==> config.mk <==
export PLATFORM = sky130hd
export DESIGN_NAME = posit_unpack_flat
export DESIGN_NICKNAME = d
export VERILOG_FILES = /design/src/rtl/posit_unpack_pkg.sv /design/src/rtl/posit_unpack_if.sv /design/src/rtl/posit_unpack_lzc.sv /design/src/rtl/posit_unpack.sv /design/src/flat_wrapper.sv
export SDC_FILE = /design/constraint.sdc
export NUM_CORES = 1
export LEC_CHECK = 0
export ABC_AREA = 1
export BUFFER_PORTS_ARGS = -buffer_cell sky130_fd_sc_hd__clkbuf_2
export CORE_UTILIZATION = 50
export DETAILED_ROUTE_END_ITERATION = 6
export PLACE_DENSITY = 0.77
export SYNTH_ARGS = -nofsm -noshare
export SYNTH_HDL_FRONTEND = slang
export SYNTH_SLANG_ARGS = --single-unit
==> constraint.sdc <==
create_clock -name clk -period 5.4 [get_ports clk]
set_input_delay 0.81 -clock clk [delete_from_list [all_inputs] [get_ports clk]]
set_output_delay 0.81 -clock clk [all_outputs]
set_load 0.02 [all_outputs]
==> src/rtl/posit_unpack_pkg.sv <==
// Shared definitions for the posit (N=32, es=2) field decoder.
// Latency: n/a (types, constants and a constant-folding helper only).
// Backpressure: n/a.
package posit_pkg;

    localparam int N  = 32;          // posit width
    localparam int ES = 2;           // exponent field width
    localparam int FW = N - 3 - ES;  // fraction field width (27)
    localparam int SW = 8;           // signed scale width
    localparam int RW = 5;           // regime run-length width (run is 1..31)

    // Decoded posit fields as delivered on the output side.
    typedef struct packed {
        logic                 sign;
        logic signed [SW-1:0] scale;
        logic [FW-1:0]        frac;
        logic                 zero;
        logic                 inf;
    } posit_fields_t;

    // NaR pattern for an n-bit posit: a 1 followed by n-1 zeros.
    function automatic logic [N-1:0] posit_nar(input int unsigned n);
        return {1'b1, {(N-1){1'b0}}} >> (N - n);
    endfunction

endpackage

==> src/rtl/posit_unpack_if.sv <==
// Input/output handshake bundle of the posit field decoder.
// Latency: n/a (wiring only).
// Backpressure: valid/ready on both sides; master drives inputs, slave is the decoder.
interface posit_unpack_if;
    import posit_pkg::*;

    logic                 in_valid;
    logic                 in_ready;
    logic [N-1:0]         in_posit;
    logic                 out_valid;
    logic                 out_ready;
    logic                 out_sign;
    logic signed [SW-1:0] out_scale;
    logic [FW-1:0]        out_frac;
    logic                 out_zero;
    logic                 out_inf;

    modport master (
        output in_valid, in_posit, out_ready,
        input  in_ready, out_valid, out_sign, out_scale, out_frac, out_zero, out_inf
    );

    modport slave (
        input  in_valid, in_posit, out_ready,
        output in_ready, out_valid, out_sign, out_scale, out_frac, out_zero, out_inf
    );

endinterface

==> src/rtl/posit_unpack_lzc.sv <==
// Leading-run counter: length and polarity of the run of identical bits from the MSB.
// Latency: combinational.
// Backpressure: none.
module posit_lzc
    import posit_pkg::*;
(
    input  logic [N-2:0]  bits_i,
    output logic [RW-1:0] run_o,
    output logic          pol_o
);

    logic done;

    // Walk from the MSB, counting bits equal to the first one until the run breaks.
    always_comb begin
        run_o = '0;
        done  = 1'b0;
        pol_o = bits_i[N-2];
        for (int i = N - 2; i >= 0; i--) begin
            if (!done) begin
                if (bits_i[i] == pol_o) begin
                    run_o = run_o + RW'(1);
                end else begin
                    done = 1'b1;
                end
            end
        end
    end

endmodule

==> src/rtl/posit_unpack.sv <==
// Posit (N=32, es=2) decoder: packed word -> sign, signed scale, left-aligned fraction, zero/NaR flags.
// Latency: 2 register stages; a word accepted on one edge is on the outputs after the next edge.
// Backpressure: full-throughput valid/ready; a stalled output holds both stages and drops in_ready.
module posit_unpack
    import posit_pkg::*;
(
    input  logic          clk,
    input  logic          reset,
    posit_unpack_if.slave bus
);

    localparam logic [N-1:0] NAR = posit_nar(N);

    // Handshake: a stage may load when it is empty or the stage after it is moving.
    logic en1;
    logic en2;
    logic v1_q;
    logic v2_q;

    assign en2          = !v2_q || bus.out_ready;
    assign en1          = !v1_q || en2;
    assign bus.in_ready = en1;

    // Stage 1 next-state: magnitude, special flags and regime run.
    logic [N-1:0]  mag_d;
    logic          zero_d;
    logic          inf_d;
    logic [RW-1:0] run_d;
    logic          pol_d;

    assign mag_d  = bus.in_posit[N-1] ? -bus.in_posit : bus.in_posit;
    assign zero_d = (bus.in_posit == '0);
    assign inf_d  = (bus.in_posit == NAR);

    posit_lzc u_lzc (
        .bits_i (mag_d[N-2:0]),
        .run_o  (run_d),
        .pol_o  (pol_d)
    );

    logic          sign_q;
    logic [N-1:0]  mag_q;
    logic          zero_q;
    logic          inf_q;
    logic [RW-1:0] run_q;
    logic          pol_q;

    // Stage 1 registers: capture the word only on an actual input transfer.
    always_ff @(posedge clk or posedge reset) begin
        if (reset) begin
            v1_q   <= 1'b0;
            sign_q <= 1'b0;
            mag_q  <= '0;
            zero_q <= 1'b0;
            inf_q  <= 1'b0;
            run_q  <= '0;
            pol_q  <= 1'b0;
        end else if (en1) begin
            v1_q <= bus.in_valid;
            if (bus.in_valid) begin
                sign_q <= bus.in_posit[N-1];
                mag_q  <= mag_d;
                zero_q <= zero_d;
                inf_q  <= inf_d;
                run_q  <= run_d;
                pol_q  <= pol_d;
            end
        end
    end

    // Stage 2 datapath: skipping the regime run plus its terminator puts the
    // exponent at the top of the shifted word, followed by the fraction.
    logic [RW:0]          shamt;
    logic [N-1:0]         shifted;
    logic signed [SW-1:0] run_s;
    logic signed [SW-1:0] k;
    logic [ES-1:0]        e;
    posit_fields_t        out_d;
    posit_fields_t        out_q;

    assign shamt   = {1'b0, run_q} + (RW + 1)'(2);
    assign shifted = mag_q << shamt;
    assign e       = shifted[N-1 -: ES];
    assign run_s   = signed'(SW'(run_q));
    assign k       = pol_q ? (run_s - SW'(1)) : (-run_s);

    // Assemble output fields; zero and NaR carry no scale or fraction.
    always_comb begin
        out_d      = '0;
        out_d.sign = sign_q;
        out_d.zero = zero_q;
        out_d.inf  = inf_q;
        if (!zero_q && !inf_q) begin
            out_d.scale = (k <<< ES) + SW'(e);
            out_d.frac  = shifted[N-1-ES -: FW];
        end
    end

    // Stage 2 registers: load when the output side can move, otherwise hold stable.
    always_ff @(posedge clk or posedge reset) begin
        if (reset) begin
            v2_q  <= 1'b0;
            out_q <= '0;
        end else if (en2) begin
            v2_q <= v1_q;
            if (v1_q) begin
                out_q <= out_d;
            end
        end
    end

    assign bus.out_valid = v2_q;
    assign bus.out_sign  = out_q.sign;
    assign bus.out_scale = out_q.scale;
    assign bus.out_frac  = out_q.frac;
    assign bus.out_zero  = out_q.zero;
    assign bus.out_inf   = out_q.inf;

endmodule

==> src/flat_wrapper.sv <==
// flat-port wrapper written by rule: the top's interface ports become plain ports
module posit_unpack_flat import posit_pkg::*;
  (clk, reset, bus_in_valid, bus_in_posit, bus_out_ready, bus_in_ready, bus_out_valid, bus_out_sign, bus_out_scale, bus_out_frac, bus_out_zero, bus_out_inf);
  posit_unpack_if bus_i ();
  input  logic clk;
  input  logic reset;
  input wire logic [$bits(bus_i.in_valid)-1:0] bus_in_valid;
  input wire logic [$bits(bus_i.in_posit)-1:0] bus_in_posit;
  input wire logic [$bits(bus_i.out_ready)-1:0] bus_out_ready;
  output wire logic [$bits(bus_i.in_ready)-1:0] bus_in_ready;
  output wire logic [$bits(bus_i.out_valid)-1:0] bus_out_valid;
  output wire logic [$bits(bus_i.out_sign)-1:0] bus_out_sign;
  output wire logic [$bits(bus_i.out_scale)-1:0] bus_out_scale;
  output wire logic [$bits(bus_i.out_frac)-1:0] bus_out_frac;
  output wire logic [$bits(bus_i.out_zero)-1:0] bus_out_zero;
  output wire logic [$bits(bus_i.out_inf)-1:0] bus_out_inf;
  assign bus_i.in_valid = bus_in_valid;
  assign bus_i.in_posit = bus_in_posit;
  assign bus_i.out_ready = bus_out_ready;
  assign bus_in_ready = bus_i.in_ready;
  assign bus_out_valid = bus_i.out_valid;
  assign bus_out_sign = bus_i.out_sign;
  assign bus_out_scale = bus_i.out_scale;
  assign bus_out_frac = bus_i.out_frac;
  assign bus_out_zero = bus_i.out_zero;
  assign bus_out_inf = bus_i.out_inf;
  posit_unpack u_core (.clk(clk), .reset(reset), .bus(bus_i));
endmodule
-- Word level (Yosys, flattened, before mapping)
Cells that the tools add are included.
- bits in read-only memories: 0
- flip-flop bits (word level): 81
- logic and storage cells: 208
- bits of input ports: 36
- memories: 0
- output and inout bits: 40
- latch bits: 0
- bits in writable memories: 0
- shift operators: 1
- divide/modulo/power cells: 0
- reduce and logical (&&, ||, !) cells: 10
- mux-type cells: 119
- magnitude comparators: 0
- add/sub/neg operators: 34
- eq/ne operators: 31
- bitwise logic cells: 0
- multiply operators: 0
- operators with widths (cell ; count):
    $mux W5 ; 58
    $add A5 B1 Y5 const B ; 29
    $mux W1 ; 57
    $mux W35 ; 1
    $eq A32 B32 Y1 const B ; 1
    $logic_not A32 Y1 ; 1
    $mux W32 ; 1
    $neg A32 Y32 ; 1
    $shl A32 B6 Y32 ; 1
    $eq A1 B1 Y1 ; 30
    $add A8 B2 Y8 ; 1
    $add A5 B2 Y6 const B ; 1
    $mux W6 ; 1
    $neg A5 Y6 ; 1
    $sub A5 B1 Y6 const B ; 1
    $logic_not A1 Y1 ; 4
    $reduce_and A2 Y1 ; 2
    $logic_or A1 B1 Y1 ; 2
    $mux W2 ; 1
    $logic_and A1 B1 Y1 ; 1

-- Longest topological paths before layout
Gate-level depths: netlist of run 1.
- depth in word-level cells: 91
- depth in mapped cells: 103
- gate-level depth less buffers: 103

-- By module
Synthesis of run 1 repeated with hierarchy kept, for this count alone.
- cells, all modules: 1464
- area total of the unflattened synthesis: 8897.3 um^2
- by module, submodules not included (module ; instances ; cells each ; seq. area each (um^2) ; area each (um^2)):
    posit_unpack ; 1 ; 877 ; 2026.9 ; 5728.0
    posit_lzc ; 1 ; 587 ; 0.0 ; 3169.3

-- Least setup slack after synthesis of run 1
OpenSTA, ideal clock, no wires.
- path kind: input port to flip-flop
- start point: in bus_in_posit[1]
- end point: reg u_core.run_q[4]
- arrival: 11733 ps
- path slack: -6450 ps
- data required time: 5283 ps
- stages: 98
- buffers on the path: 1
- setup time: 117 ps
- cells stage by stage: inv_1 > ha_1 > nand2_2 > nor2_1 > nand2_1 > nand2_2 > nand2_1 > nand2_1 > nand2_4 > buf_8 > nand3_2 > nand2_2 > nor3_4 > inv_1 > nand2_1 > ha_1 > inv_1 > o21ai_0 > [62 not listed] > nand2_1 > o21ai_1 > ha_1 > or2_2 > nand2_1 > inv_1 > ha_1 > o22ai_1 > inv_1 > nand2_1 > inv_1 > ha_1 > nand2_1 > nand3b_2 > nor2_2 > nand3_1 > nand3_1 > nand2_1
- word-level cells in the longest chain between the ends: 91
- elaborated cells on any way between the ends: 177
- those cells by class: add/sub: 30; eq/ne: 30; mux: 117
- RTL lines (element ; line ; source):
    from (decl) ; flat_wrapper.sv:8 ; input wire logic [$bits(bus_i.in_posit)-1:0] bus_in_posit;
    $neg A32 Y32 ; posit_unpack.sv:31 ; assign mag_d = bus.in_posit[N-1] ? -bus.in_posit : bus.in_posit;
    $mux W32 (*) ; posit_unpack.sv:31 ;
    $eq A1 B1 Y1 ; posit_unpack_lzc.sv:21 ; if (bits_i[i] == pol_o) begin
    $mux W2 ; posit_unpack_lzc.sv:21 ;
    $add A5 B1 Y5 ; posit_unpack_lzc.sv:22 ; run_o = run_o + RW'(1);
    $mux W5 ; posit_unpack_lzc.sv:21 ;
    $mux W5 ; posit_unpack_lzc.sv:20 ; if (!done) begin
    $add A5 B1 Y5 ; posit_unpack_lzc.sv:22 ;
    [75 not listed] ; - ;
    $mux W5 ; posit_unpack_lzc.sv:21 ;
    $mux W5 ; posit_unpack_lzc.sv:20 ;
    $add A5 B1 Y5 ; posit_unpack_lzc.sv:22 ;
    $mux W5 ; posit_unpack_lzc.sv:21 ;
    $mux W5 ; posit_unpack_lzc.sv:20 ;
    $add A5 B1 Y5 ; posit_unpack_lzc.sv:22 ;
    $mux W5 ; posit_unpack_lzc.sv:21 ;
    $mux W5 (*) ; posit_unpack_lzc.sv:20 ;
    to (signal assigned) ; posit_unpack.sv:65 ; run_q <= run_d;
    to (decl) ; posit_unpack.sv:45 ; logic [RW-1:0] run_q;
Every way passes the cells marked *; elsewhere a longest branch is shown, timed or not.
A chain may end at the register's enable or synchronous reset.

-- Worst setup path in the final report of run 1
- start point: in bus_in_posit[19]
- end point: reg u_core.run_q[4]
The elaborated chain is that of the path after synthesis.

==> results of run 1 <==
## kinds of logic after synthesis
group | Yosys count | share of synthesized area [%]
mux | 10 | 1.13
xor+xnor | 57 | 5.63
compound gates | 208 | 13.0
flops | 80 | 22.6
simple gates | 819 | 41.8
fa+ha+maj | 30 | 4.23
buf+inv | 259 | 11.6
## placed cells by master (no fill, tap or decap), types with 20 or more instances in the layout
cell	synthesis	routed
nand3_1	117	83
nand2_1	483	398
clkbuf_2	0	68
inv_2	16	24
inv_1	188	177
nor2_1	111	79
buf_6	4	46
nor2_2	13	29
nand2_4	10	46
o211ai_1	20	20
o21ai_0	150	137
dfrtp_1	80	80
ha_1	30	22
buf_4	1	352
nor2_4	7	23
nand2_2	24	67
xor2_1	45	41
nand3_2	13	29
## repair_timing
item	in CTS	in global routing
cloned	0	1
setup buffers	114	59
gates resized for setup	155	186
pin swaps	73	135
setup endpoints to repair	5	5
## cell type report
class | count | area (µm²)
multi-input cells | 1124 | 7010
fillers | 970 | 3200
clock buffers | 9 | 225
repair buffers | 475 | 3640
clock inverters | 7 | 80.1
flip-flops and latches | 80 | 2000
well taps | 225 | 282
inverters | 214 | 852
## power by group
group	internal, W	switching [W]	total [W]
registers	0.000776	0.000119	0.000895
logic	0.000802	0.00132	0.00212
clock network	0.000362	0.000260	0.000622
total	0.00194	0.00170	0.00364
## how the worst min path moves through the flow
stage	from	to	cells after the start
4_1_cts	u_core.sign_q	u_core.bus.out_sign	2
5_1_grt	u_core.sign_q	u_core.sign_q	2
3_3_place_gp	u_core.sign_q	u_core.bus.out_sign	2
6_report	u_core.bus.out_frac[8]	u_core.bus.out_frac[8]	2
3_5_place_dp	u_core.sign_q	u_core.bus.out_sign	2
2_1_floorplan	u_core.sign_q	u_core.bus.out_sign	2
## critical path, delay by kind of cell
family / cells / cell delay [ps]
AND/OR/NAND/NOR: 60 / 6870
AO/OA/AOI/OAI: 8 / 800
buffers and inverters: 16 / 1080
adder cells (fa/ha/maj): 14 / 3690
## layer usage
metal	vias up	routed length, µm	share of wire [%]
li1	5527	-	-
met1	5768	13700	34
met2	1077	18900	47
met3	409	3990	9.9
met4	0	3950	9.8
met5	-	0	0
## state kept, by name, summed over array words and instances (netlist names), 5 cells and up
register and count:
u_core.bus.out_frac 27, u_core.run_q 5, u_core.mag_q 32, u_core.bus.out_scale 8
## metrics by stage
stage	worst slack, ps	hold slack, ps	utilization, %	setup TNS (ps)
finish	-7610	482	81.5	-32670
global route	-8340	516	81.5	-35800
CTS	-6120	483	75.1	-26480
detailed placement	-6820	466	65.1	-28850
global placement	-6370	451	65.1	-26960
floorplan	-5870	442	-	-22270
==> impl_metrics.sql, run 1 <==
INSERT INTO impl_metrics (metric_group, metric, value, unit) VALUES
('status', 'status', 'finished with violations', ''),
('status', 'failed_checks', 'setup timing', ''),
('flow_run', 'cap_violations', '0', ''),
('synth', 'most_common_cell_in_the_netlist', 'nand2_1', ''),
('timing', 'min_period_over_period', '241', '%'),
('synth', 'synth_nets', '1529', ''),
('timing', 'final_critical_path_setup_slack', '-7610', 'ps'),
('synth', 'ys_warn_count', '0', ''),
('worst_setup_path', 'r2r-end', 'u_core.bus.out_scale[0]', ''),
('synth', 'synth_flop_cell', 'dfrtp_1', ''),
('drt', 'drt_first_iter_violations', '1467', ''),
('worst_setup_path', 'timing.critical_path.required', '5640', 'ps'),
('worst_setup_path', 'setup.worst_path.end', 'u_core.run_q[4]', ''),
('die', 'floorplan.die.height', '135', 'µm'),
('drt', 'wire_per_inst', '19.0', 'µm'),
('timing', 'max_frequency', '76.9', 'MHz'),
('die', 'fp.dieArea', '18300', 'µm²'),
('synth', 'synth-seq-area-share', '22.6', '%'),
('synth', 'ys_ff_latch', '80', ''),
('worst_setup_path', 'critical-path-top-cell-by-count', 'nand2_1', ''),
('power', 'post_route_total_power', '0.00364', 'W'),
('synth', 'synthesis.area', '8870', 'µm²'),
('timing', 'grt_setup_unrepaired', 'yes', ''),
('worst_setup_path', 'r2r-start', 'u_core.run_q[1]', ''),
('synth', 'synth.top_cell.area_share', '22.6', '%'),
('synth', 'post_synth_most_frequent_cells', '483 x nand2_1, 188 x inv_1, 150 x o21ai_0, 117 x nand3_1, 111 x nor2_1', ''),
('worst_hold_path', 'timing.hold.worst.class', 'register to register', ''),
('cts', 'clock_tree.buffer_depth', '2', ''),
('power', 'leakage', '7.43', 'nW'),
('final_layout', 'layoutNonFillerInstCount', '2134', ''),
('worst_setup_path', 'critical_path.slowest_cell', 'ha_1', ''),
('global_route', 'grt_antenna_before_repair', '0', ''),
('final_layout', 'drive_gt1_share', '41.1', '%'),
('synth', 'share_of_async_settable_or_async_resettable_flops_after_synthesis', '100', '%'),
('final_layout', 'area.growth.synth_to_final', '59.0', '%'),
('placement', 'dp_hpwl', '19500', 'µm'),
('global_route', 'grt_pass1_wl', '50300', 'µm'),
('timing', 'worst_slew_margin_rel', '33.2', '%'),
('synth', 'synth_top_cell_by_area', 'dfrtp_1', ''),
('synth', 'synth-edff-count', '0', ''),
('synth', 'post_synth_num_cell_types', '49', ''),
('global_route', 'global_route_usage_over_all_layers', '34.1', '%'),
('placement', 'place.detailed.instances', '1964', ''),
('timing', 'timing.clock.skew', '11.2', 'ps'),
('cts', 'worstSkewPairLatency', '350', 'ps'),
('timing', 'tightestPinTransition', '1000', 'ps'),
('final_layout', 'layout.cell_area.non_filler', '14100', 'µm²'),
('timing', 'finalCriticalPeriod', '13010', 'ps'),
('drt', 'drc', '0', ''),
('drt', 'vias_per_cell', '5.99', ''),
('global_route', 'grt-ovfl-total', '0', ''),
('die', 'number_of_core_rows', '48', ''),
('worst_setup_path', 'worst_ep_arrival_time', '13250', 'ps'),
('worst_setup_path', 'reg2reg_setup_slack', '1350', 'ps'),
('placement', 'portBuffers', '75', ''),
('global_route', 'largest_net_degree_at_the_start_of_global_routing', '81', ''),
('worst_setup_path', 'setup.worst_path.start_class', 'input port', ''),
('drt', 'drt_pre_antenna_iters', '6', ''),
('power', 'power.density_cell_area', '258', 'nW/µm²'),
('worst_setup_path', 'worst_setup_path_end_kind', 'register', ''),
('placement', 'gp_congestion', '0.958', ''),
('timing', 'setup-violations-final', '5', ''),
('die', 'floorplan.initialDensity', '51.3', '%'),
('synth', 'syn_area_per_cell', '6.06', 'µm²'),
('cts', 'cts_num_sinks', '80', ''),
('worst_setup_path', 'timing.setup.critical_path_class', 'input port to register', ''),
('timing', 'hold_violations', '0', ''),
('die', 'die_w', '135', 'µm'),
('global_route', 'grt.met2_usage', '59.7', '%'),
('global_route', 'grt-busiest-layer', 'met2', ''),
('die', 'core_region_area', '17300', 'µm²');
(Power assumes the default switching activity.)
==> run 2: changes to the inputs <==
--- a/config.mk
+++ b/config.mk
@@ -5,10 +5,10 @@
 export SDC_FILE = /design/constraint.sdc
 export NUM_CORES = 1
 export LEC_CHECK = 0
-export ABC_AREA = 1
 export BUFFER_PORTS_ARGS = -buffer_cell sky130_fd_sc_hd__clkbuf_2
 export CORE_UTILIZATION = 50
 export DETAILED_ROUTE_END_ITERATION = 6
+export HOLD_SLACK_MARGIN = 0.15
 export PLACE_DENSITY = 0.77
 export SYNTH_ARGS = -nofsm -noshare
 export SYNTH_HDL_FRONTEND = slang
==> impl_metrics.sql, run 2 <==
INSERT INTO impl_metrics (metric_group, metric, value, unit) VALUES
('status', 'status', 'finished with violations', ''),
('status', 'failed_checks', 'setup timing', ''),
('final_layout', 'final-seq-area', '2000', 'µm²'),
('drt', 'detailroute.via_count', '10200', ''),
('timing', 'timing_max_transition_violations_final', '0', ''),
('synth', 'post_synth_num_cell_types', '94', ''),
('drt', 'drt_pre_antenna_iters', '5', ''),
('cts', 'cts_buffers', '9', ''),
('cts', 'worstSkewPairLatency', '340', 'ps'),
('timing', 'timing.clock.skew', '6.56', 'ps'),
('worst_setup_path', 'worst_setup_path_end_kind', 'register', ''),
('synth', 'ys_ff_latch', '80', ''),
('timing', 'finalCriticalPeriod', '12720', 'ps'),
('worst_setup_path', 'biggest_cell_delay_along_the_critical_path', '370', 'ps'),
('die', 'fp.dieArea', '18900', 'µm²'),
('global_route', 'grt-ovfl-total', '0', ''),
('drt', 'vias_per_cell', '5.81', ''),
('global_route', 'grt-busiest-layer', 'met2', ''),
('worst_hold_path', 'timing.hold.worst.class', 'register to register', ''),
('global_route', 'grt_antenna_before_repair', '0', ''),
('timing', 'hold_violations', '0', ''),
('cts', 'clock_tree_root_driver_cell', 'clkbuf_16', ''),
('worst_hold_path', 'hold-path-cell-count', '2', ''),
('final_layout', 'area.growth.synth_to_final', '39.8', '%'),
('cts', 'postCtsHoldBufs', '0', ''),
('drt', 'drc', '0', ''),
('final_layout', 'final_net_count', '1583', ''),
('timing', 'final_critical_path_setup_slack', '-7320', 'ps'),
('synth', 'synth_top_cell_by_area', 'dfrtp_1', ''),
('global_route', 'grt_pass1_wl', '45200', 'µm'),
('synth', 'share_of_async_settable_or_async_resettable_flops_after_synthesis', '100', '%'),
('final_layout', 'drive_gt1_share', '35.7', '%'),
('worst_setup_path', 'setup.worst_path.start_class', 'input port', ''),
('synth', 'synth_flop_cell', 'dfrtp_1', ''),
('synth', 'ys_warn_count', '0', ''),
('power', 'ir_drop', '0.357', 'mV'),
('cts', 'clock_tree.htree_level_count', '3', ''),
('final_layout', 'multiInputGateArea', '7260', 'µm²'),
('worst_setup_path', 'timing.setup.critical_path_class', 'input port to register', ''),
('flow_run', 'cap_violations', '0', ''),
('placement', 'gp_congestion', '0.975', ''),
('worst_setup_path', 'timing.critical_path.required', '5620', 'ps'),
('die', 'die_w', '137', 'µm'),
('synth', 'synth_nets', '1246', ''),
('synth', 'syn_area_per_cell', '7.76', 'µm²'),
('drt', 'wire_per_inst', '16.3', 'µm'),
('timing', 'min_period_over_period', '235', '%'),
('synth', 'post_synth_inst_count', '1180', ''),
('placement', 'portBuffers', '75', ''),
('die', 'io_pins', '76', ''),
('global_route', 'global_route_usage_over_all_layers', '29.7', '%'),
('synth', 'synth_area_leaders', 'dfrtp_1 22%, nand2_1 6.8%, xnor2_1 5.7%, o21ai_0 5.6%, mux2i_1 4.6%', ''),
('die', 'core_region_area', '18000', 'µm²'),
('cts', 'worst_setup_hold_path_clk_slew', '60', 'ps'),
('power', 'power.density_cell_area', '284', 'nW/µm²'),
('final_layout', 'antenna_cells', '0', ''),
('final_layout', 'layout.cells.most_common', 'buf_4', ''),
('timing', 'grt_setup_unrepaired', 'yes', ''),
('worst_setup_path', 'critical-path-top-cell-by-count', 'ha_1', ''),
('placement', 'dp_worst_setup_slack', '-7690', 'ps'),
('synth', 'synth.top_cell.area_share', '21.8', '%'),
('die', 'number_of_core_rows', '49', ''),
('worst_setup_path', 'critPathMaxFanout', '6', ''),
('die', 'floorplan.initialDensity', '51.0', '%'),
('cts', 'clock_tree.buffer_depth', '2', ''),
('worst_setup_path', 'depth_of_the_worst_register_to_register_path', '8', ''),
('final_layout', 'registers.top_by_ff_count', 'u_core.mag_q', ''),
('synth', 'synthesis.area', '9160', 'µm²'),
('worst_setup_path', 'worst_ep_arrival_time', '12940', 'ps'),
('cts', 'cts_num_sinks', '80', ''),
('synth', 'synth-seq-area-share', '21.8', '%'),
('timing', 'holdWs', '472', 'ps'),
('timing', 'tightestPinTransition', '1050', 'ps'),
('placement', 'dp_hpwl', '21500', 'µm'),
('die', 'floorplan.die.height', '137', 'µm'),
('final_layout', 'most-common-layout-cells', '315 x buf_4, 160 x nand2_1, 95 x o21ai_0', ''),
('global_route', 'grt_pass1_vias', '9679', ''),
('drt', 'antenna_left', '0', ''),
('global_route', 'grt.met2_usage', '52.1', '%'),
('timing', 'worst_slew_margin_rel', '29.8', '%'),
('cts', 'clock_tree_from_tritoncts', 'done', ''),
('drt', 'drt_first_iter_violations', '739', ''),
('drt', 'routed_wirelength', '28500', 'µm'),
('final_layout', 'layout.filler_cells', '1361', ''),
('timing', 'max_frequency', '78.6', 'MHz'),
('worst_setup_path', 'critical_path.slowest_cell', 'nor4_4', ''),
('synth', 'synth-edff-count', '0', ''),
('synth', 'post_synth_most_frequent_cells', '167 x nand2_1, 103 x o21ai_0, 85 x nor2_1, 80 x dfrtp_1, 74 x a21oi_1', ''),
('power', 'leakage', '5.75', 'nW'),
('timing', 'setup-violations-final', '5', ''),
('global_route', 'met3_usage', '3.16', '%'),
('global_route', 'largest_net_degree_at_the_start_of_global_routing', '81', ''),
('synth', 'most_common_cell_in_the_netlist', 'nand2_1', ''),
('global_route', 'grtUsageMet1', '37.1', '%'),
('final_layout', 'largest_register_ffs', '32', '');
-- run 2: cell types whose count changed in the layout (fill, tap and decap cells not counted), moves of 31 or more --
cell     delta
a21oi_1    +54
buf_4      -37
buf_6      -41
inv_1     -148
mux2i_1    +31
nand2_1   -238
nand2_2    -65
nand2_4    -41
nand3_1    -48
o21ai_0    -42
xnor2_1    +41
-- run 2: power breakdown --
part           total (W)  switching (W)  leakage (nW)  internal (W)
registers       0.000897       0.000137         0.997      0.000760
logic            0.00216        0.00117          4.61      0.000984
clock network   0.000584       0.000225         0.138      0.000358
-- run 2: per-layer routing --
metal	share of wire (%)	up-vias
li1	-	4975
met1	44	4791
met2	49	327
met3	4.3	83
met4	3.3	0
met5	0	-
-- run 2: logic make-up after synthesis --
| kind of cell | Yosys count | synth area share (%) |
|---|---|---|
| multiplexers | 70 | 9.14 |
| AND/OR/NAND/NOR | 447 | 23.7 |
| adder cells (fa/ha/maj) | 34 | 4.53 |
| buffers and inverters | 103 | 4.56 |
| AO/OA/AOI/OAI | 331 | 23.3 |
| XOR/XNOR | 115 | 12.9 |
| flip-flops | 80 | 21.8 |
-- run 2: layout make-up --
cell class / instances / share of cell area, %
Clock inverter: 3 / 0.342
Multi-Input combinational cell: 997 / 56.7
Tap cell: 229 / 2.24
Timing Repair Buffer: 397 / 22.3
Clock buffer: 13 / 1.88
Sequential cell: 80 / 15.6
Inverter: 32 / 0.967
-- run 2: path summary, 6_finish.rpt --
kind	from	end	slack (ps)
min in group asynchronous	reset	u_core.bus.out_sign	720
max in group asynchronous	reset	u_core.run_q[1]	3990
hold / removal	u_core.sign_q	u_core.sign_q	470
setup reg to reg	u_core.run_q[1]	u_core.bus.out_frac[25]	1420
hold reg to reg	u_core.sign_q	u_core.sign_q	470
setup / recovery	bus_in_posit[11]	u_core.run_q[4]	-7320
-- run 2: metrics by stage --
step	TNS (ps)	cells	total power, W	cell area [µm²]	utilization (%)
6_report	-27870	1751	0.00364	12800	71.3
5_1_grt	-30990	1751	0.00390	12800	71.3
4_1_cts	-26370	1742	0.00354	12500	69.8
3_5_place_dp	-30260	1711	0.00287	12000	66.5
3_3_place_gp	-28150	1711	0.00282	12000	66.5
2_1_floorplan	-27820	1180	0.00216	9330	-
-- run 2: timing repair --
action	4_1_cts	5_1_grt
setup endpoints to repair	5	5
setup buffers	16	9
pin swaps	41	34
resized for setup	40	37
-- run 2: critical path: cells and delay by family --
| kind | cells | cell delay, ps |
|---|---|---|
| AOI/OAI and AO/OA | 23 | 3340 |
| xor gates and xnor gates | 3 | 610 |
| buffers and inverters | 9 | 1070 |
| adders and majority gates | 14 | 3790 |
| muxes | 4 | 760 |
| and+or+nand+nor | 19 | 2510 |
==> run 3: changes to the inputs <==
--- a/config.mk
+++ b/config.mk
@@ -9,7 +9,7 @@
 export CORE_UTILIZATION = 50
 export DETAILED_ROUTE_END_ITERATION = 6
 export HOLD_SLACK_MARGIN = 0.15
-export PLACE_DENSITY = 0.77
+export PLACE_DENSITY_LB_ADDON = 0.15
 export SYNTH_ARGS = -nofsm -noshare
 export SYNTH_HDL_FRONTEND = slang
 export SYNTH_SLANG_ARGS = --single-unit
==> constraint.sdc (replaced) <==
create_clock -name clk -period 11.5 [get_ports clk]
set_input_delay 3.45 -clock clk [delete_from_list [all_inputs] [get_ports clk]]
set_output_delay 3.45 -clock clk [all_outputs]
set_load 0.02 [all_outputs]
==> impl_metrics.sql, run 3 (same netlist as run 2, synthesis figures left out) <==
INSERT INTO impl_metrics (metric_group, metric, value, unit) VALUES
('timing', 'setup-violations-final', '4', ''),
('worst_setup_path', 'critical_path.slowest_cell', 'or4_4', ''),
('worst_setup_path', 'biggest_cell_delay_along_the_critical_path', '520', 'ps'),
('status', 'status', 'finished with violations', ''),
('worst_setup_path', 'timing.critical_path.required', '11730', 'ps'),
('power', 'ir_drop', '0.159', 'mV'),
('power', 'leakage', '5.57', 'nW'),
('cts', 'cts_num_sinks', '80', ''),
('timing', 'finalSetupTns', '-13130', 'ps'),
('final_layout', 'drive_gt1_share', '34.2', '%'),
('drt', 'detailroute.via_count', '9723', ''),
('timing', 'tightestPinTransition', '1010', 'ps'),
('timing', 'grt_setup_unrepaired', 'yes', ''),
('placement', 'dp_worst_setup_slack', '-4100', 'ps'),
('cts', 'clock_tree.buffer_depth', '2', ''),
('final_layout', 'registers.top_by_ff_count', 'u_core.mag_q', ''),
('die', 'number_of_core_rows', '49', ''),
('timing', 'final_critical_path_setup_slack', '-3730', 'ps'),
('timing', 'min_period_over_period', '132', '%'),
('timing', 'timing.clock.skew', '8.91', 'ps'),
('drt', 'drt_first_iter_violations', '504', ''),
('worst_hold_path', 'timing.hold.worst.class', 'register to register', ''),
('worst_setup_path', 'worst_ep_arrival_time', '15460', 'ps'),
('final_layout', 'layout.filler_cells', '1482', ''),
('cts', 'worstSkewPairLatency', '350', 'ps'),
('cts', 'clock_tree.htree_level_count', '3', ''),
('cts', 'clock_tree_root_driver_cell', 'clkbuf_16', ''),
('power', 'power.density_cell_area', '136', 'nW/µm²'),
('timing', 'max_frequency', '65.7', 'MHz'),
('final_layout', 'antenna_cells', '0', ''),
('cts', 'postCtsHoldBufs', '0', ''),
('status', 'failed_checks', 'setup timing', ''),
('drt', 'antenna_left', '0', ''),
('power', 'comb_power_share', '57.6', '%'),
('worst_setup_path', 'worst_setup_path_end_kind', 'register', ''),
('die', 'die_w', '137', 'µm'),
('timing', 'worst_slew_margin_rel', '32.4', '%'),
('timing', 'timing_max_transition_violations_final', '0', ''),
('final_layout', 'layout.cells.most_common', 'buf_4', ''),
('drt', 'wire_per_inst', '15.8', 'µm'),
('flow_run', 'cap_violations', '0', ''),
('global_route', 'grt_pass1_vias', '9101', ''),
('die', 'fp.dieArea', '18900', 'µm²'),
('power', 'clkPwrFrac', '17.7', '%'),
('power', 'seq_power_share', '24.7', '%'),
('global_route', 'grt-ovfl-total', '0', ''),
('global_route', 'largest_net_degree_at_the_start_of_global_routing', '81', ''),
('drt', 'drc', '0', ''),
('global_route', 'global_route_usage_over_all_layers', '28.8', '%'),
('die', 'core_region_area', '18000', 'µm²'),
('placement', 'dp_hpwl', '21100', 'µm'),
('drt', 'drt_pre_antenna_iters', '5', ''),
('final_layout', 'largest_register_ffs', '32', ''),
('timing', 'finalCriticalPeriod', '15230', 'ps'),
('cts', 'worst_setup_hold_path_clk_slew', '60', 'ps'),
('timing', 'hold_violations', '0', ''),
('worst_setup_path', 'critPathMaxFanout', '4', ''),
('cts', 'clock_tree_from_tritoncts', 'done', ''),
('final_layout', 'postLayoutCoreUtil', '69.8', '%'),
('power', 'post_route_total_power', '0.00170', 'W'),
('cts', 'cts_buffers', '9', ''),
('worst_setup_path', 'timing.setup.critical_path_class', 'input port to register', ''),
('global_route', 'grt_antenna_before_repair', '0', ''),
('drt', 'vias_per_cell', '5.68', ''),
('global_route', 'grt_pass1_wl', '43600', 'µm'),
('power', 'switching_share', '41.8', '%'),
('final_layout', 'area.growth.synth_to_final', '36.8', '%'),
('worst_setup_path', 'setup.worst_path.start_class', 'input port', ''),
('power', 'power_switching', '0.000710', 'W'),
('final_layout', 'most-common-layout-cells', '279 x buf_4, 160 x nand2_1, 95 x o21ai_0', ''),
('die', 'io_pins', '76', ''),
('final_layout', 'final_net_count', '1545', ''),
('die', 'floorplan.die.height', '137', 'µm'),
('drt', 'routed_wirelength', '27100', 'µm'),
('placement', 'gp_congestion', '0.908', ''),
('power', 'power.internal', '0.000989', 'W'),
('placement', 'portBuffers', '75', ''),
('die', 'floorplan.initialDensity', '51.0', '%');
[run 3: what timing repair did]
item                       CTS  global route
setup endpoints to repair    4             4
resized for setup           30            39
pin swaps                   45            27
cloned                       0             0
setup buffers               17             4
[run 3: cell type report]
type / count / area [µm²] / area share (%)
Multi-Input combinational cell: 997 / 7270 / 58.0
Timing Repair Buffer: 359 / 2540 / 20.3
Sequential cell: 80 / 2000 / 16.0
Tap cell: 229 / 287 / 2.29
Clock buffer: 10 / 229 / 1.83
Inverter: 32 / 121 / 0.968
Clock inverter: 6 / 83.8 / 0.669
[run 3: path summary, 6_finish.rpt]
path / end / slack [ps] / start / cells past startpoint
min in group asynchronous: u_core.bus.out_frac[22] / 3360 / reset / 3
worst max-delay path: u_core.run_q[4] / -3730 / bus_in_posit[26] / 72
worst max register to register: u_core.bus.out_frac[25] / 7570 / u_core.run_q[1] / 8
worst min-delay path: u_core.sign_q / 470 / u_core.sign_q / 2
worst min register to register: u_core.sign_q / 470 / u_core.sign_q / 2
max in group asynchronous: u_core.run_q[1] / 7420 / reset / 3
[run 3: critical path: cells and delay by family]
kind	cells	cell delay, ps
buffers and inverters	7	680
xor gates and xnor gates	3	600
muxes	5	850
and+or+nand+nor	18	3030
adders and majority gates	12	3060
AOI/OAI and AO/OA	27	3770
[run 3: metrics by stage]
stage | cells | area [µm²] | hold slack (ps)
floorplan | 1180 | 9330 | 445
global placement | 1676 | 11700 | 458
CTS | 1709 | 12300 | 482
detailed placement | 1676 | 11700 | 469
finish | 1713 | 12500 | 473
global route | 1713 | 12500 | 514
[run 3: per-layer routing]
metal	routed length, µm	up-vias	GRT usage [%]
li1	-	4888	-
met1	12200	4572	36.9
met2	13400	234	52.0
met3	1030	29	2.32
met4	404	0	7.08
met5	0	-	0
[run 3: power by group through the flow]
stage	Combinational, W	Sequential (W)	Clock, W
2_1_floorplan	0.000542	0.000470	0
3_3_place_gp	0.000894	0.000421	0
3_5_place_dp	0.000908	0.000426	0
4_1_cts	0.000940	0.000421	0.000302
5_1_grt	0.00107	0.000434	0.000315
6_report	0.000978	0.000420	0.000300
